`config.mk`:
```
export PLATFORM = sky130hd
export DESIGN_NAME = uart_bus_arbiter
export DESIGN_NICKNAME = d
export VERILOG_FILES = /design/src/rtl/uart_arb_pkg.sv /design/src/rtl/uart_rr_picker.sv /design/src/rtl/uart_bus_arbiter.sv
export SDC_FILE = /design/constraint.sdc
export NUM_CORES = 1
export LEC_CHECK = 0
export ABC_AREA = 1
export CAP_MARGIN = 15
export CORE_UTILIZATION = 45
export CTS_CLUSTER_SIZE = 24
export DETAILED_ROUTE_END_ITERATION = 10
export GPL_TIMING_DRIVEN = 0
export PLACE_DENSITY = 0.8
export SYNTH_ARGS = -nofsm -noshare
export SYNTH_HDL_FRONTEND = slang
export SYNTH_SLANG_ARGS = --single-unit
export TNS_END_PERCENT = 30
```
`constraint.sdc`:
```
create_clock -name clk -period 2.3 [get_ports clk]
set_clock_uncertainty 0.2 [all_clocks]
set_input_delay 0.23 -clock clk [delete_from_list [all_inputs] [get_ports clk]]
set_output_delay 0.23 -clock clk [all_outputs]
set_load 0.05 [all_outputs]
```
`src/rtl/uart_arb_pkg.sv`:
```
// Shared types, widths and pointer helper for the UART register-bus arbiter.
package uart_arb_pkg;

    localparam int UART_ADDR_W = 4;
    localparam int UART_DATA_W = 8;

    typedef enum logic [1:0] {
        IDLE,
        SETUP,
        STROBE,
        HOLD
    } arb_state_e;

    // Next round-robin start index; index 0 is skipped when it is reserved for fixed priority.
    function automatic int rr_next(input int winner, input int num_req, input bit skip_zero);
        int nxt;
        nxt = (winner + 1 >= num_req) ? 0 : winner + 1;
        if (skip_zero && nxt == 0) begin
            nxt = 1;
        end
        return nxt;
    endfunction

endpackage

```
`src/rtl/uart_rr_picker.sv`:
```
// Combinational round-robin winner selection for the UART bus arbiter.
// With UART_ARB_FIXED_PRI0_EN defined, requester 0 always wins and the rest rotate.
module uart_rr_picker
    import uart_arb_pkg::*;
#(
    parameter int NUM_REQ = 3,
    localparam int IDX_W  = $clog2(NUM_REQ)
) (
    input  logic [NUM_REQ-1:0] req_i,
    input  logic [IDX_W-1:0]   ptr_i,
    output logic [NUM_REQ-1:0] win_oh_o,
    output logic [IDX_W-1:0]   win_idx_o,
    output logic               valid_o
);

    always_comb begin
        int cand;
        int start;
        logic [IDX_W-1:0] cand_idx;
        win_oh_o  = '0;
        win_idx_o = '0;
        valid_o   = 1'b0;
        cand      = 0;
        start     = 0;
        cand_idx  = '0;
`ifdef UART_ARB_FIXED_PRI0_EN
        start = (ptr_i == '0) ? 1 : int'(ptr_i);
        if (req_i[0]) begin
            valid_o     = 1'b1;
            win_oh_o[0] = 1'b1;
        end else begin
            for (int i = 0; i < NUM_REQ - 1; i++) begin
                cand     = 1 + ((start - 1 + i) % (NUM_REQ - 1));
                cand_idx = IDX_W'(cand);
                if (!valid_o && req_i[cand_idx]) begin
                    valid_o            = 1'b1;
                    win_oh_o[cand_idx] = 1'b1;
                    win_idx_o          = cand_idx;
                end
            end
        end
`else
        start = int'(ptr_i);
        for (int i = 0; i < NUM_REQ; i++) begin
            cand     = (start + i) % NUM_REQ;
            cand_idx = IDX_W'(cand);
            if (!valid_o && req_i[cand_idx]) begin
                valid_o            = 1'b1;
                win_oh_o[cand_idx] = 1'b1;
                win_idx_o          = cand_idx;
            end
        end
`endif
    end

endmodule

```
`src/rtl/uart_bus_arbiter.sv`:
```
// Round-robin arbiter running one SETUP/STROBE/HOLD cycle on the UART core register bus per grant.
// Optional build macro: UART_ARB_FIXED_PRI0_EN (requester 0 gets fixed top priority).
module uart_bus_arbiter
    import uart_arb_pkg::*;
#(
    parameter int NUM_REQ    = 3,
    parameter int STROBE_CYC = 2
) (
    input  logic                           clk,
    input  logic                           rst,
    input  logic [NUM_REQ-1:0]             req_i,
    input  logic [NUM_REQ-1:0]             rnw_i,
    input  logic [UART_ADDR_W*NUM_REQ-1:0] addr_i,
    input  logic [UART_DATA_W*NUM_REQ-1:0] wdata_i,
    output logic [NUM_REQ-1:0]             gnt_o,
    output logic [NUM_REQ-1:0]             done_o,
    output logic [UART_DATA_W-1:0]         rdata_o,
    output logic [UART_ADDR_W-1:0]         AddrBus_o,
    output logic                           n_ChipSelect_o,
    output logic                           n_rd_o,
    output logic                           n_we_o,
    output logic [UART_DATA_W-1:0]         DataBus_o,
    input  logic [UART_DATA_W-1:0]         DataBus_i
);

    localparam int IDX_W = $clog2(NUM_REQ);
    localparam int CNT_W = $clog2(STROBE_CYC + 1);

    arb_state_e             state_q, state_d;
    logic [NUM_REQ-1:0]     gnt_q, gnt_d;
    logic [NUM_REQ-1:0]     done_q, done_d;
    logic [UART_DATA_W-1:0] rdata_q, rdata_d;
    logic [UART_ADDR_W-1:0] addr_q, addr_d;
    logic [UART_DATA_W-1:0] data_q, data_d;
    logic                   cs_n_q, cs_n_d;
    logic                   rd_n_q, rd_n_d;
    logic                   we_n_q, we_n_d;
    logic                   rnw_q, rnw_d;
    logic [IDX_W-1:0]       ptr_q, ptr_d;
    logic [CNT_W-1:0]       cnt_q, cnt_d;

    logic [NUM_REQ-1:0]     win_oh;
    logic [IDX_W-1:0]       win_idx;
    logic                   win_valid;
    logic [IDX_W-1:0]       ptr_next;

    uart_rr_picker #(
        .NUM_REQ (NUM_REQ)
    ) u_picker (
        .req_i     (req_i),
        .ptr_i     (ptr_q),
        .win_oh_o  (win_oh),
        .win_idx_o (win_idx),
        .valid_o   (win_valid)
    );

`ifdef UART_ARB_FIXED_PRI0_EN
    // A requester-0 win must not disturb the rotation among the others.
    assign ptr_next = (win_idx == '0) ? ptr_q
                                      : IDX_W'(rr_next(int'(win_idx), NUM_REQ, 1'b1));
`else
    assign ptr_next = IDX_W'(rr_next(int'(win_idx), NUM_REQ, 1'b0));
`endif

    always_comb begin
        state_d = state_q;
        gnt_d   = gnt_q;
        done_d  = '0;
        rdata_d = rdata_q;
        addr_d  = addr_q;
        data_d  = data_q;
        cs_n_d  = cs_n_q;
        rd_n_d  = 1'b1;
        we_n_d  = 1'b1;
        rnw_d   = rnw_q;
        ptr_d   = ptr_q;
        cnt_d   = cnt_q;
        unique case (state_q)
            IDLE: begin
                cs_n_d = 1'b1;
                if (win_valid) begin
                    state_d = SETUP;
                    gnt_d   = win_oh;
                    cs_n_d  = 1'b0;
                    addr_d  = addr_i[int'(win_idx)*UART_ADDR_W +: UART_ADDR_W];
                    data_d  = wdata_i[int'(win_idx)*UART_DATA_W +: UART_DATA_W];
                    rnw_d   = rnw_i[win_idx];
                    ptr_d   = ptr_next;
                end
            end
            SETUP: begin
                state_d = STROBE;
                cnt_d   = CNT_W'(1);
                rd_n_d  = !rnw_q;
                we_n_d  = rnw_q;
            end
            STROBE: begin
                // The read sample is taken while the strobe is still low on the bus.
                if (cnt_q == CNT_W'(STROBE_CYC)) begin
                    state_d = HOLD;
                    done_d  = gnt_q;
                    if (rnw_q) begin
                        rdata_d = DataBus_i;
                    end
                end else begin
                    cnt_d  = cnt_q + CNT_W'(1);
                    rd_n_d = !rnw_q;
                    we_n_d = rnw_q;
                end
            end
            HOLD: begin
                state_d = IDLE;
                gnt_d   = '0;
                cs_n_d  = 1'b1;
            end
            default: begin
                state_d = IDLE;
            end
        endcase
    end

    always_ff @(posedge clk) begin
        if (!rst) begin
            state_q <= IDLE;
            gnt_q   <= '0;
            done_q  <= '0;
            rdata_q <= '0;
            addr_q  <= '0;
            data_q  <= '0;
            cs_n_q  <= 1'b1;
            rd_n_q  <= 1'b1;
            we_n_q  <= 1'b1;
            rnw_q   <= 1'b0;
            ptr_q   <= '0;
            cnt_q   <= '0;
        end else begin
            state_q <= state_d;
            gnt_q   <= gnt_d;
            done_q  <= done_d;
            rdata_q <= rdata_d;
            addr_q  <= addr_d;
            data_q  <= data_d;
            cs_n_q  <= cs_n_d;
            rd_n_q  <= rd_n_d;
            we_n_q  <= we_n_d;
            rnw_q   <= rnw_d;
            ptr_q   <= ptr_d;
            cnt_q   <= cnt_d;
        end
    end

    assign gnt_o          = gnt_q;
    assign done_o         = done_q;
    assign rdata_o        = rdata_q;
    assign AddrBus_o      = addr_q;
    assign DataBus_o      = data_q;
    assign n_ChipSelect_o = cs_n_q;
    assign n_rd_o         = rd_n_q;
    assign n_we_o         = we_n_q;

endmodule

```
Word level (Yosys, flattened, before mapping)

Index checks and enable logic that the tools add are counted.

Register bits after elaboration: 36
Input port bits: 52
Output and inout bits: 29
Word-level logic and storage cells: 92

Add/subtract/negate cells: 4
Div/mod/pow operators: 3
Magnitude comparators: 8
Equality and inequality tests: 7
Shift operators: 2
Multiplexer cells: 37
Bitwise operators: 2
Reduce and logical (&&, ||, !) cells: 17

Operators by type and width:

| operator                | number |
|---|---|
| $mod A32 B3 Y32 const B | 2 |
| $mod A3 B3 Y32 const B  | 1 |
| $shiftx A24 B6 Y8       | 1 |
| $mux W2                 | 7 |
| $mux W1                 | 13 |
| $lt A2 B3 Y1 const B    | 4 |
| $mux W3                 | 4 |
| $shiftx A12 B5 Y4       | 1 |
| $bmux W1 S2             | 4 |
| $pmux W2 S4             | 1 |
| $reduce_and A2 Y1       | 4 |
| $add A2 B1 Y3 const B   | 2 |
| $demux W1 S2            | 3 |
| $eq A2 B2 Y1 const B    | 3 |
| $ge A2 B1 Y1 const B    | 3 |
| $or A3 B3 Y3            | 2 |
| $pmux W1 S2             | 3 |
| $pmux W3 S2             | 1 |
| $reduce_and A3 Y1       | 2 |
| $logic_and A1 B1 Y1     | 5 |
| $ne A2 B2 Y1 const B    | 2 |
| $pmux W2 S2             | 1 |
| $reduce_bool A2 Y1      | 2 |
| $add A2 B2 Y3 const B   | 1 |
| other kinds (6)         | 8 |

Logic depth before layout (Yosys ltp)

Gate-level depths: netlist (run 1).

Depth after elaboration: 13
Depth in mapped cells: 15
Depth with buffers taken out: 13

Hierarchy

Synthesis (run 1) repeated with hierarchy kept, for this count alone.

Cell total of the unflattened synthesis: 322
Area total of the unflattened synthesis: 2060.7 um^2

By module, submodules not included:

| module           | times used | cells each | area an instance (um^2) | sequential area each (um^2) |
|---|---|---|---|---|
| uart_bus_arbiter | 1          | 261        | 1740.4                  | 720.7 |
| uart_rr_picker   | 1          | 61         | 320.3                   | 0.0 |

Worst setup path before layout (run 1)

No wires, ideal clock.

Kind: flip-flop to flip-flop
From: register ptr_q[0]
To: register addr_q[0], in the netlist AddrBus_o[0]
Setup time: 0.122 ns
Arrival: 1.753 ns
Data required time: 1.978 ns
Path slack: 0.225 ns
Cell stages (with the launch flop): 16
Path buffers: 2
Period minus slack after synthesis: 2.075 ns
Cells stage by stage: dfxtp_1 inv_1 ha_1 buf_6 inv_2 nand2_1 nand3_1 nand2_2 nand2_4 nor2_4 nand2_2 nand2_4 inv_4 buf_6 nand3_1 a21oi_2

Longest elaborated chain between the ends: 11
Elaborated cells between the ends (all ways): 23
Those cells by class: add/sub: 2; div: 3; shift: 1; mux: 12; reduce/logical: 5

Ends and longest elaborated chain:

| what                                                                     | line                    | source |
|---|---|---|
| from (decl)                                                              | uart_bus_arbiter.sv:39  | `logic [IDX_W-1:0] ptr_q, ptr_d;` |
| from (signal assigned)                                                   | uart_bus_arbiter.sv:147 | `ptr_q <= ptr_d;` |
| parallel branches: the longest is 11 deep, another holds $mod A32 B3 Y32 | n/a                     |  |
| to (signal assigned)                                                     | uart_bus_arbiter.sv:141 | `addr_q <= addr_d;` |
| to (decl)                                                                | uart_bus_arbiter.sv:33  | `logic [UART_ADDR_W-1:0] addr_q, addr_d;` |

Several ways; the timed one is not identified. The select of a mux whose other input is x is not followed.
A chain may end at the register's enable or synchronous reset.

Worst setup path in the final report (run 1)

From: register ptr_q[0]
To: register rnw_q

Longest elaborated chain between the ends: 12
Elaborated cells between the ends (all ways): 24
Those cells by class: add/sub: 2; div: 3; mux: 14; reduce/logical: 5

Ends and longest elaborated chain:

| what                                                                     | line                    | source |
|---|---|---|
| parallel branches: the longest is 12 deep, another holds $mod A32 B3 Y32 | n/a                     |  |
| to (signal assigned)                                                     | uart_bus_arbiter.sv:146 | `rnw_q <= rnw_d;` |
| to (decl)                                                                | uart_bus_arbiter.sv:38  | `logic rnw_q, rnw_d;` |

Several ways; the timed one is not identified. The select of a mux whose other input is x is not followed.

==> results of run 1 <==
[logic make-up (layout without fill, tap and decap cells)]
kind of cell,count (synthesis),in the layout
XOR/XNOR,1,1
buffers and inverters,63,154
AND/OR/NAND/NOR,120,120
flip-flops,36,36
adder cells (fa/ha/maj),9,9
AO/OA/AOI/OAI,71,71
[worst paths after layout]
path / from / to
max reg2reg: ptr_q[0]$_SDFFE_PN0P_ / rnw_q$_SDFFE_PN0P_
min: gnt_o[2]$_SDFFE_PN0P_ / done_o[2]$_SDFF_PN0_
min reg2reg: gnt_o[2]$_SDFFE_PN0P_ / done_o[2]$_SDFF_PN0_
max: ptr_q[0]$_SDFFE_PN0P_ / rnw_q$_SDFFE_PN0P_
[what timing repair did]
item	in CTS	in global routing
setup buffers	1	3
setup endpoints to repair	10	18
gates resized for setup	2	24
pin swaps	1	3
[synthesized netlist by cell type]
master	number
sky130_fd_sc_hd__o21ai_2	1
sky130_fd_sc_hd__o21ai_1	3
sky130_fd_sc_hd__nor2_4	1
sky130_fd_sc_hd__buf_6	5
sky130_fd_sc_hd__nor2_2	2
sky130_fd_sc_hd__buf_2	2
sky130_fd_sc_hd__a31oi_1	1
sky130_fd_sc_hd__nand3_2	12
sky130_fd_sc_hd__nand4_1	1
sky130_fd_sc_hd__nand3_4	1
sky130_fd_sc_hd__o21ai_0	18
sky130_fd_sc_hd__nor2_1	9
sky130_fd_sc_hd__inv_2	4
sky130_fd_sc_hd__o21bai_1	1
sky130_fd_sc_hd__ha_1	9
sky130_fd_sc_hd__a211oi_1	1
sky130_fd_sc_hd__clkbuf_1	3
sky130_fd_sc_hd__nand3_1	38
sky130_fd_sc_hd__nand2_1	46
sky130_fd_sc_hd__buf_1	1
sky130_fd_sc_hd__xor2_1	1
sky130_fd_sc_hd__a21boi_4	1
sky130_fd_sc_hd__o22ai_1	2
sky130_fd_sc_hd__nand2_2	5
sky130_fd_sc_hd__nand2_4	5
sky130_fd_sc_hd__inv_1	45
sky130_fd_sc_hd__dfxtp_1	36
sky130_fd_sc_hd__buf_4	2
sky130_fd_sc_hd__inv_4	1
sky130_fd_sc_hd__a21oi_2	10
sky130_fd_sc_hd__a21oi_1	33
[flip-flops by register name, summed over array words and instances, names as in the netlist, 2 cells and up]
signal	flops
state_q	2
rdata_o	8
DataBus_o	8
ptr_q	2
AddrBus_o	4
cnt_q	2
gnt_o	3
done_o	3
[through the flow]
step                      setup TNS [ns]  cells
after floorplan                        0    300
after global placement                 0    447
after detailed placement         -0.2094    447
after CTS                              0    455
after global routing             -0.1880    458
final                                  0    458
[worst max-delay path, stage by stage (launching register included)]
cell and delay (ns):
sky130_fd_sc_hd__dfxtp_2 0.32, sky130_fd_sc_hd__inv_1 0.06, sky130_fd_sc_hd__ha_2 0.32, sky130_fd_sc_hd__buf_6 0.12, sky130_fd_sc_hd__inv_2 0.06, sky130_fd_sc_hd__nand2_1 0.05, sky130_fd_sc_hd__nand3_1 0.07, sky130_fd_sc_hd__nand2_2 0.10
sky130_fd_sc_hd__nand3_2 0.13, sky130_fd_sc_hd__nand3_4 0.16, sky130_fd_sc_hd__buf_4 0.24, sky130_fd_sc_hd__nand3_2 0.09, sky130_fd_sc_hd__nand3_2 0.11, sky130_fd_sc_hd__a21oi_2 0.06
[power by group through the flow]
stage / Clock (mW) / Combinational [mW] / Sequential (mW)
2_1_floorplan: 0 / 2.29 / 1.34
3_3_place_gp: 0 / 3.46 / 0.917
3_5_place_dp: 0 / 3.54 / 0.923
4_1_cts: 0.420 / 3.58 / 0.912
5_1_grt: 0.444 / 4.20 / 0.926
6_report: 0.414 / 3.90 / 0.908
[routing by layer]
metal / track usage / routed length, µm / up-vias
met4: 0.06318 / 106 / 0
met1: 0.2733 / 2635 / 1028
met2: 0.4036 / 2879 / 84
li1: - / - / 1155
met3: 0.06111 / 295 / 9
met5: 0 / 0 / -
[area by class of cell]
class                      instances  area [µm²]  area share
multi-input combinational        201        1254      0.3843
timing repair buffer              84       830.8      0.2547
sequential                        36       723.2      0.2217
inverter                          50       190.2     0.05830
buffer                            13       102.6     0.03145
tap                               67       83.83     0.02570
clock buffer                       6       72.57     0.02225
clock inverter                     1       5.005    0.001534
==> impl_table.tex, run 1 <==
\begin{tabular}{lr}
\hline
Metric & Value \\
\hline
\multicolumn{2}{l}{\textbf{Detailed routing}} \\
\quad Violation count after the first detailed-routing iteration & 113 \\
\quad Wirelength, routed & 5.917 mm \\
\quad Total via count after detailed routing & approximately 2300 \\
\quad Post-route ant nets & 0 \\
\quad First-pass iteration count of the detailed router & 4 \\
\quad DRC errors left & 0 \\
\quad Vias/cell & about 5.0 \\
\quad WL per Instance & 12.92 µm \\
\multicolumn{2}{l}{\textbf{Yosys}} \\
\quad Portion of netlist area occupied by mux cells & 0 \\
\quad Dominant combinational cell family by area after synthesis & simple AND/OR/NAND/NOR gates \\
\quad Post-Synthesis Mean Instance Area & 7.332 µm² \\
\quad Cells taking the most area after synthesis & sky130\_fd\_sc\_hd\_\_dfxtp\_1 33\%, sky130\_fd\_sc\_hd\_\_nand3\_1 8.6\%, sky130\_fd\_sc\_hd\_\_nand2\_1 7.8\%, sky130\_fd\_sc\_hd\_\_inv\_1 7.7\%, sky130\_fd\_sc\_hd\_\_a21oi\_1 7.5\% \\
\quad Post-synthesis sequential area ratio & 0.3276 \\
\quad Combined area of all synthesized cells & 2200 µm² \\
\quad Top cell type by total area after synthesis & sky130\_fd\_sc\_hd\_\_dfxtp\_1 \\
\quad Number of warnings printed during yosys synthesis & 0 \\
\quad Count of unique library cells instantiated by Yosys & 31 \\
\quad Number of synthesized register bits & 36 \\
\quad Basic-gate share of the synthesized area counting and, or, nand and nor cells & 0.2964 \\
\quad Number of instances in the synthesized netlist & 300 \\
\quad Compound-gate portion of the synthesized area & 0.1906 \\
\quad Share of the synthesized area in the top cell type & 0.3276 \\
\quad Post-Syn Nets & 361 \\
\quad Area share of fa/ha/maj cells after synthesis & 0.05119 \\
\quad Xor and xnor fraction of the mapped netlist area & 0.003982 \\
\multicolumn{2}{l}{\textbf{Timing}} \\
\quad Maximum clock frequency & between 400 and 500 MHz \\
\quad Worst Hold Margin & 0.2447 ns \\
\quad Worst setup margin & a little over 0.08 ns \\
\quad Period Utilization, post-route & 0.9650 \\
\quad Number of failing hold endpoints at the final stage & 0 \\
\quad Setup repair after global routing missed its margin & yes \\
\quad Slew at the pin with the worst max-slew slack & 0.5348 ns \\
\quad Max transition margin & 0.6423 \\
\quad Number of failing setup endpoints in the final timing report & 0 \\
\quad Total count of max-transition violations in the final report & 0 \\
\quad Min Clock Period, post-route & between 2 and 2.5 ns \\
\multicolumn{2}{l}{\textbf{Critical path}} \\
\quad Worst setup EP type & flip-flop \\
\quad Worst endpoint data arrival time & 2.20 ns \\
\quad Worst setup SP type & flip-flop \\
\quad Required @ worst endpoint & around 2.3 ns \\
\quad Slack of the worst reg-to-reg path & about 0.081 ns \\
\quad Crit Path Class & reg2reg \\
\quad Critical Path Fanout Max & 10 \\
\quad Number of cells on the worst reg-to-reg path & 13 \\
\multicolumn{2}{l}{\textbf{Run}} \\
\quad \# Max-Cap Violations & 0 \\
\multicolumn{2}{l}{\textbf{Placement}} \\
\quad Routability cong. & 0.8561 \\
\quad Detailed placer's ending HPWL & 4.470 mm \\
\quad Number of I/O port buffers & 80 \\
\quad Post-placement worst setup slack & -0.05924 ns \\
\quad Instance area at placement & 3084 µm² \\
\multicolumn{2}{l}{\textbf{Power and ir drop}} \\
\quad Leakage component of the power & 1.391 nW \\
\quad Gate power share & 0.747 \\
\quad Switching share of total power & 0.5303 \\
\quad Pwr per Cell Area & 1600 nW/µm² \\
\quad Share of total power in sequential cells & 0.174 \\
\quad P\_sw & 2.768 mW \\
\quad P\_int & 2.452 mW \\
\quad Max IR drop VDD & 965.4 µV \\
\quad Power consumption & 5.220 mW \\
\quad Fraction of power consumed by the clock network & 0.079 \\
\multicolumn{2}{l}{\textbf{Floorplanning}} \\
\quad Die Span Y & 71.92 µm \\
\quad Floorplan row count & 25 \\
\quad Die Area & 5172 µm² \\
\quad Width of the die & 71.92 µm \\
\quad Initial core utilization & 0.4657 \\
\quad Number of top-level pins & 81 \\
\quad Area inside the core boundary & between 4000 and 5000 µm² \\
\multicolumn{2}{l}{\textbf{Clock tree}} \\
\quad Cell chosen for the clock root & sky130\_fd\_sc\_hd\_\_clkbuf\_8 \\
\quad Clock-pin transition on the worst setup and hold timing paths & 0.07 ns \\
\quad CTS tree & built \\
\quad Clock tree sinks & 36 \\
\quad Number of buffers inserted during clock tree synthesis & 5 \\
\quad Post-cts hold buffer count & 0 \\
\quad Clock latency of the later-clocked register in the worst-skew pair & 0.29 ns \\
\quad Maximum number of buffers from clock root to sink & 2 \\
\quad H-tree depth & 2 \\
\multicolumn{2}{l}{\textbf{Outcome}} \\
\quad Run status & complete, no violations \\
\multicolumn{2}{l}{\textbf{Finish}} \\
\quad Most common library cell in the layout ignoring fill and taps & sky130\_fd\_sc\_hd\_\_clkdlybuf4s50\_1 \\
\quad Area grow syn2layout & 48.29\% \\
\quad Core utilization of the finished layout & 0.6906 \\
\quad Share of layout cells above drive strength 1 & 0.1944 \\
\quad Fill count & $\sim$400 \\
\quad Most frequent cells in the layout & 80 x sky130\_fd\_sc\_hd\_\_clkdlybuf4s50\_1, 45 x sky130\_fd\_sc\_hd\_\_inv\_1, 44 x sky130\_fd\_sc\_hd\_\_nand2\_1 \\
\quad Antenna cell count & 0 \\
\quad Number of nets in the final layout & 452 \\
\quad Post-route cell area & 3262 µm² \\
\multicolumn{2}{l}{\textbf{Hold path}} \\
\quad Hold-critical path depth & 2 \\
\quad Class of the tightest hold or removal check & reg2reg \\
\multicolumn{2}{l}{\textbf{Global routing}} \\
\quad Wire length of the first global-routing pass & 9.232 mm \\
\quad Antenna violations before repair & 0 \\
\quad All-layer global routing usage & 0.2283 \\
\quad Number of global-route vias before repair & 2135 \\
\quad Largest net degree at the start of global routing & 11 \\
\quad Grt ovf & 0 \\
\hline
\end{tabular}
(Power assumes the default switching activity.)
==> run 2: changes to the inputs <==
HOLD_SLACK_MARGIN = 0.15   (was default)
==> results of run 2 <==
No change in the layout: final DEF, timing and power equal those of run 1.
==> RTL change 1, RTL diff (config.mk and constraints of run 2) <==
Take the reset off `addr_q` and load it in a clocked block of its own.
--- a/src/rtl/uart_bus_arbiter.sv
+++ b/src/rtl/uart_bus_arbiter.sv
@@ -126,5 +126,4 @@
             done_q  <= '0;
             rdata_q <= '0;
-            addr_q  <= '0;
             data_q  <= '0;
             cs_n_q  <= 1'b1;
@@ -139,5 +138,4 @@
             done_q  <= done_d;
             rdata_q <= rdata_d;
-            addr_q  <= addr_d;
             data_q  <= data_d;
             cs_n_q  <= cs_n_d;
@@ -148,4 +146,8 @@
             cnt_q   <= cnt_d;
         end
+    end
+
+    always_ff @(posedge clk) begin
+        addr_q <= addr_d;
     end
 
Function: changed (a bounded check fails within 4 cycles, from zero or initial values and one cycle with rst low).
==> RTL change 1 against run 2 <==
- sequential cell count did not move
- power decreased by 0.56%
- worst setup slack gained 0.022 ns
- sequential share of layout area rose by 1.8 points
- final area fell by 2.5%
- area after synthesis shrank 6.4%
- wire length down 0.27%
- combinational power is 4% lower
- first-iteration DRC count increased by 23%
- synthesized cell count fell by 4.7%
- critical path type unchanged
==> RTL change 1: results (changes against run 2) <==
- Post-synth EDFFs: 4 (+4)
- Reg-to-reg startpoint: ptr_q[1]
- GR Layer Usage met2: 0.420 (+0.0161)
- ANT cells: 0 (unchanged)
- Status: finished, final reports clean
- Top cells by area, synth: dfxtp_1, nand3_1, nand2_1
- CP Data Arrival Time: 2.04 ns (-0.16 ns)
- Max VDD drop: 0.00125 V (+30%)
- Layout cells sized above 1: 0.148 (-0.0459)
- Met1 usage: 0.276 (+0.00252)
- Largest net degree at the start of global routing: 15 (+4)
- Gpl congestion: 0.938 (+9.5%)
- Register area share after synthesis: 0.370 (+0.0420)
- Post-CTS setup buffers: 7 (+6)
- 1st-pass router iterations: 4 (unchanged)
- Met2 wire length: 2960 um (+2.7%)
- Met3 Resource Use GR: 0.0567 (-0.00443)
- Placed wire-length estimate: 4300 um (-3.7%)
- First-pass GRT wire length: 9140 um (-0.97%)
- Drt total wl: 5900 um (-0.27%)
- Placed cell areas: 2920 um^2 (-5.2%)
- Largest fanout on the critical path: 6 (-4)
- Critical setup path kind: reg2reg
- Total track usage: 0.237 (+0.00828)
- Main flop type after synthesis: dfxtp_1
- Wl on met1: 2480 um (-5.8%)
- Most instantiated cells after synthesis: nand2_1, inv_1, nand3_1, a21oi_1, dfxtp_1
- Post-cts sizing count: 4 (+2)
- Syn Nets: 347 (-3.9%)
- Vias in the first global route: 2034 (-4.7%)
- Pleak: 1.35 nW (-3.0%)
- Vias: 2249 (-1.2%)
- Yosys warnings: 0 (unchanged)
- Met3 wire len: 305 um (+3.4%)
- Slowest stage delay, CP: 0.39 ns (+0.07 ns)
- Slew HR: 0.633 (-0.00890)
- Total Nets Final: 444 (-1.8%)
- Hold Startpoint: cnt_q[1]
- Yosys cell types: 28 (-9.7%)
- CTS buffer count: 5 (unchanged)
- DRT iter0 DRCs: 139 (+23%)
[RTL change 1: layout make-up]
| cell class | instances | area, um^2 |
|---|---|---|
| fillers | 362 | 1200 |
| multi-input cells | 194 | 1110 |
| repair buffers | 92 | 908 |
| flip-flops and latches | 36 | 763 |
| inverters | 46 | 178 |
| clock buffers | 7 | 86.3 |
| well taps | 52 | 65.1 |
| plain buffers | 8 | 60.1 |
| clock inverters | 1 | 7.51 |
[RTL change 1: final timing paths]
path | slack (ns) | to | cells past startpoint
max | 0.10 | AddrBus_o[1] | 12
min | 0.27 | cnt_q[1] | 2
max reg2reg | 0.10 | AddrBus_o[1] | 12
min reg2reg | 0.27 | cnt_q[1] | 2
[RTL change 1: stage by stage]
stage          setup slack, ns   util  std cells
2_1_floorplan           0.0999      -        286
3_3_place_gp            -0.109  0.667        418
3_5_place_dp            -0.212  0.667        418
4_1_cts                 0.0112  0.701        432
5_1_grt                0.00606  0.725        436
6_report                 0.102  0.725        436
[RTL change 1: worst register-to-register path: stages (launching register included)]
cell,delay [ns]
dfxtp_2,0.39
inv_1,0.10
ha_2,0.21
o21ai_2,0.20
nand2_4,0.12
nand2_2,0.10
nand2_1,0.08
nand2_2,0.08
nand2_4,0.07
buf_4,0.14
clkbuf_16,0.14
nand2_1,0.06
nand2_1,0.05
[RTL change 1: logic make-up (layout without fill, tap and decap cells)]
group,count (synthesis),after routing,synth area share
adder cells (fa/ha/maj),9,9,0.0547
AND/OR/NAND/NOR,118,118,0.277
AO/OA/AOI/OAI,67,67,0.176
flip-flops,36,36,0.370
buffers and inverters,56,154,0.123
[RTL change 1: report_power, final]
part	switching, mW	leakage (nW)	internal [mW]
registers	0.0970	0.302	0.880
logic	2.26	1.00	1.48
clock network	0.228	0.0445	0.243
total	2.59	1.35	2.60
==> RTL change 2, RTL diff (settings of run 2) <==
Without the edit above. Add a define of `UART_ARB_FIXED_PRI0_EN`.
--- a/src/rtl/uart_rr_picker.sv
+++ b/src/rtl/uart_rr_picker.sv
@@ -1,4 +1,6 @@
 // Combinational round-robin winner selection for the UART bus arbiter.
 // With UART_ARB_FIXED_PRI0_EN defined, requester 0 always wins and the rest rotate.
+`define UART_ARB_FIXED_PRI0_EN
+
 module uart_rr_picker
     import uart_arb_pkg::*;
Function: no difference found for any inputs over 4 cycles, from zero or initial values and one cycle with rst low; that may be too few to reach the edited logic, so the function may still have changed.
==> RTL change 2 against run 2 <==
- final area fell by 12%
- wire length fell by 19%
- area after synthesis fell by 14%
- critical endpoint is now gnt_o[1]
- die area fell by 14%
- sequential cell count did not move
- worst setup slack improved by 0.30 ns
Power is not compared: it rests on default switching activity, and its combinational part moved more than twofold at a synthesized area within 25%.
==> RTL change 2: results (changes against run 2) <==
- Status: finished, final reports clean
- Port bufs: 78 (-2.5%)
- CTS Hold Buffers Added: 2 (+2)
- Wl on met1: 2010 um (-24%)
- Layout cells sized above 1: 0.0833 (-0.111)
- Gpl congestion: 0.786 (-8.2%)
- Non-clock buffers, area share: 0.304 (+0.0180)
- Worst min-delay path class: in2reg
- Post-CTS setup buffers: 0 (-1)
- Syn Nets: 330 (-8.6%)
- Placed wire-length estimate: 3630 um (-19%)
- Largest fanout on the critical path: 3 (-7)
- Vias in the first global route: 1729 (-19%)
- Non-Clock Buffer Count: 90 (-7.2%)
- CP Data Arrival Time: 1.49 ns (-0.71 ns)
- WL/cell: 11.7 um (-9.2%)
- Placed cell areas: 2730 um^2 (-12%)
- Met3 wire len: 380 um (+29%)
- Total track usage: 0.229 (+0.000442)
- Slew HR: 0.650 (+0.00768)
- DRT iter0 DRCs: 65 (-42%)
- Register area share after synthesis: 0.382 (+0.0548)
- Reg-to-reg startpoint: state_q[0]
- Dpl ws: 0.349 ns (+0.408 ns)
- Inverters: 43 (-14%)
- Reg-to-reg slack, setup: 0.55 ns (+0.47 ns)
- Slowest stage delay, CP: 0.82 ns (+0.50 ns)
- Area of the multi-input gates: 932 um^2 (-26%)
- Critical path endpoint: gnt_o[1]
- Clock tree cell share of total cell area: 0.0377 (+0.0139)
- Yosys cell types: 29 (-6.5%)
- Met2 wire length: 2360 um (-18%)
- Seq/total area: 0.252 (+0.0307)
- CP top delay family: buffers and inverters
[RTL change 2: cell count changes in the layout (fill, tap and decap cells not counted), sizes merged, moves of 6 or more]
| cell | delta |
|---|---|
| buf | -7 |
| a21oi | -20 |
| o21ai | -6 |
| nor2 | +15 |
| nand3 | -11 |
| inv | -7 |
| nand2 | +8 |
[RTL change 2: cells by family (layout without fill, tap and decap cells)]
family	Yosys count	in the layout	share of synthesized area
AO/OA/AOI/OAI	43	43	0.139
XOR/XNOR	1	1	0.00465
adder cells (fa/ha/maj)	6	6	0.0398
buffers and inverters	53	141	0.123
flip-flops	36	36	0.382
AND/OR/NAND/NOR	133	133	0.311
[RTL change 2: stage by stage]
step,power [mW],hold WS [ns],std cells
after CTS,3.05,0.170,410
after detailed placement,2.50,0.249,400
after global placement,2.47,0.245,400
after global routing,3.24,0.206,410
final,3.04,0.183,410
after floorplan,2.01,0.195,272
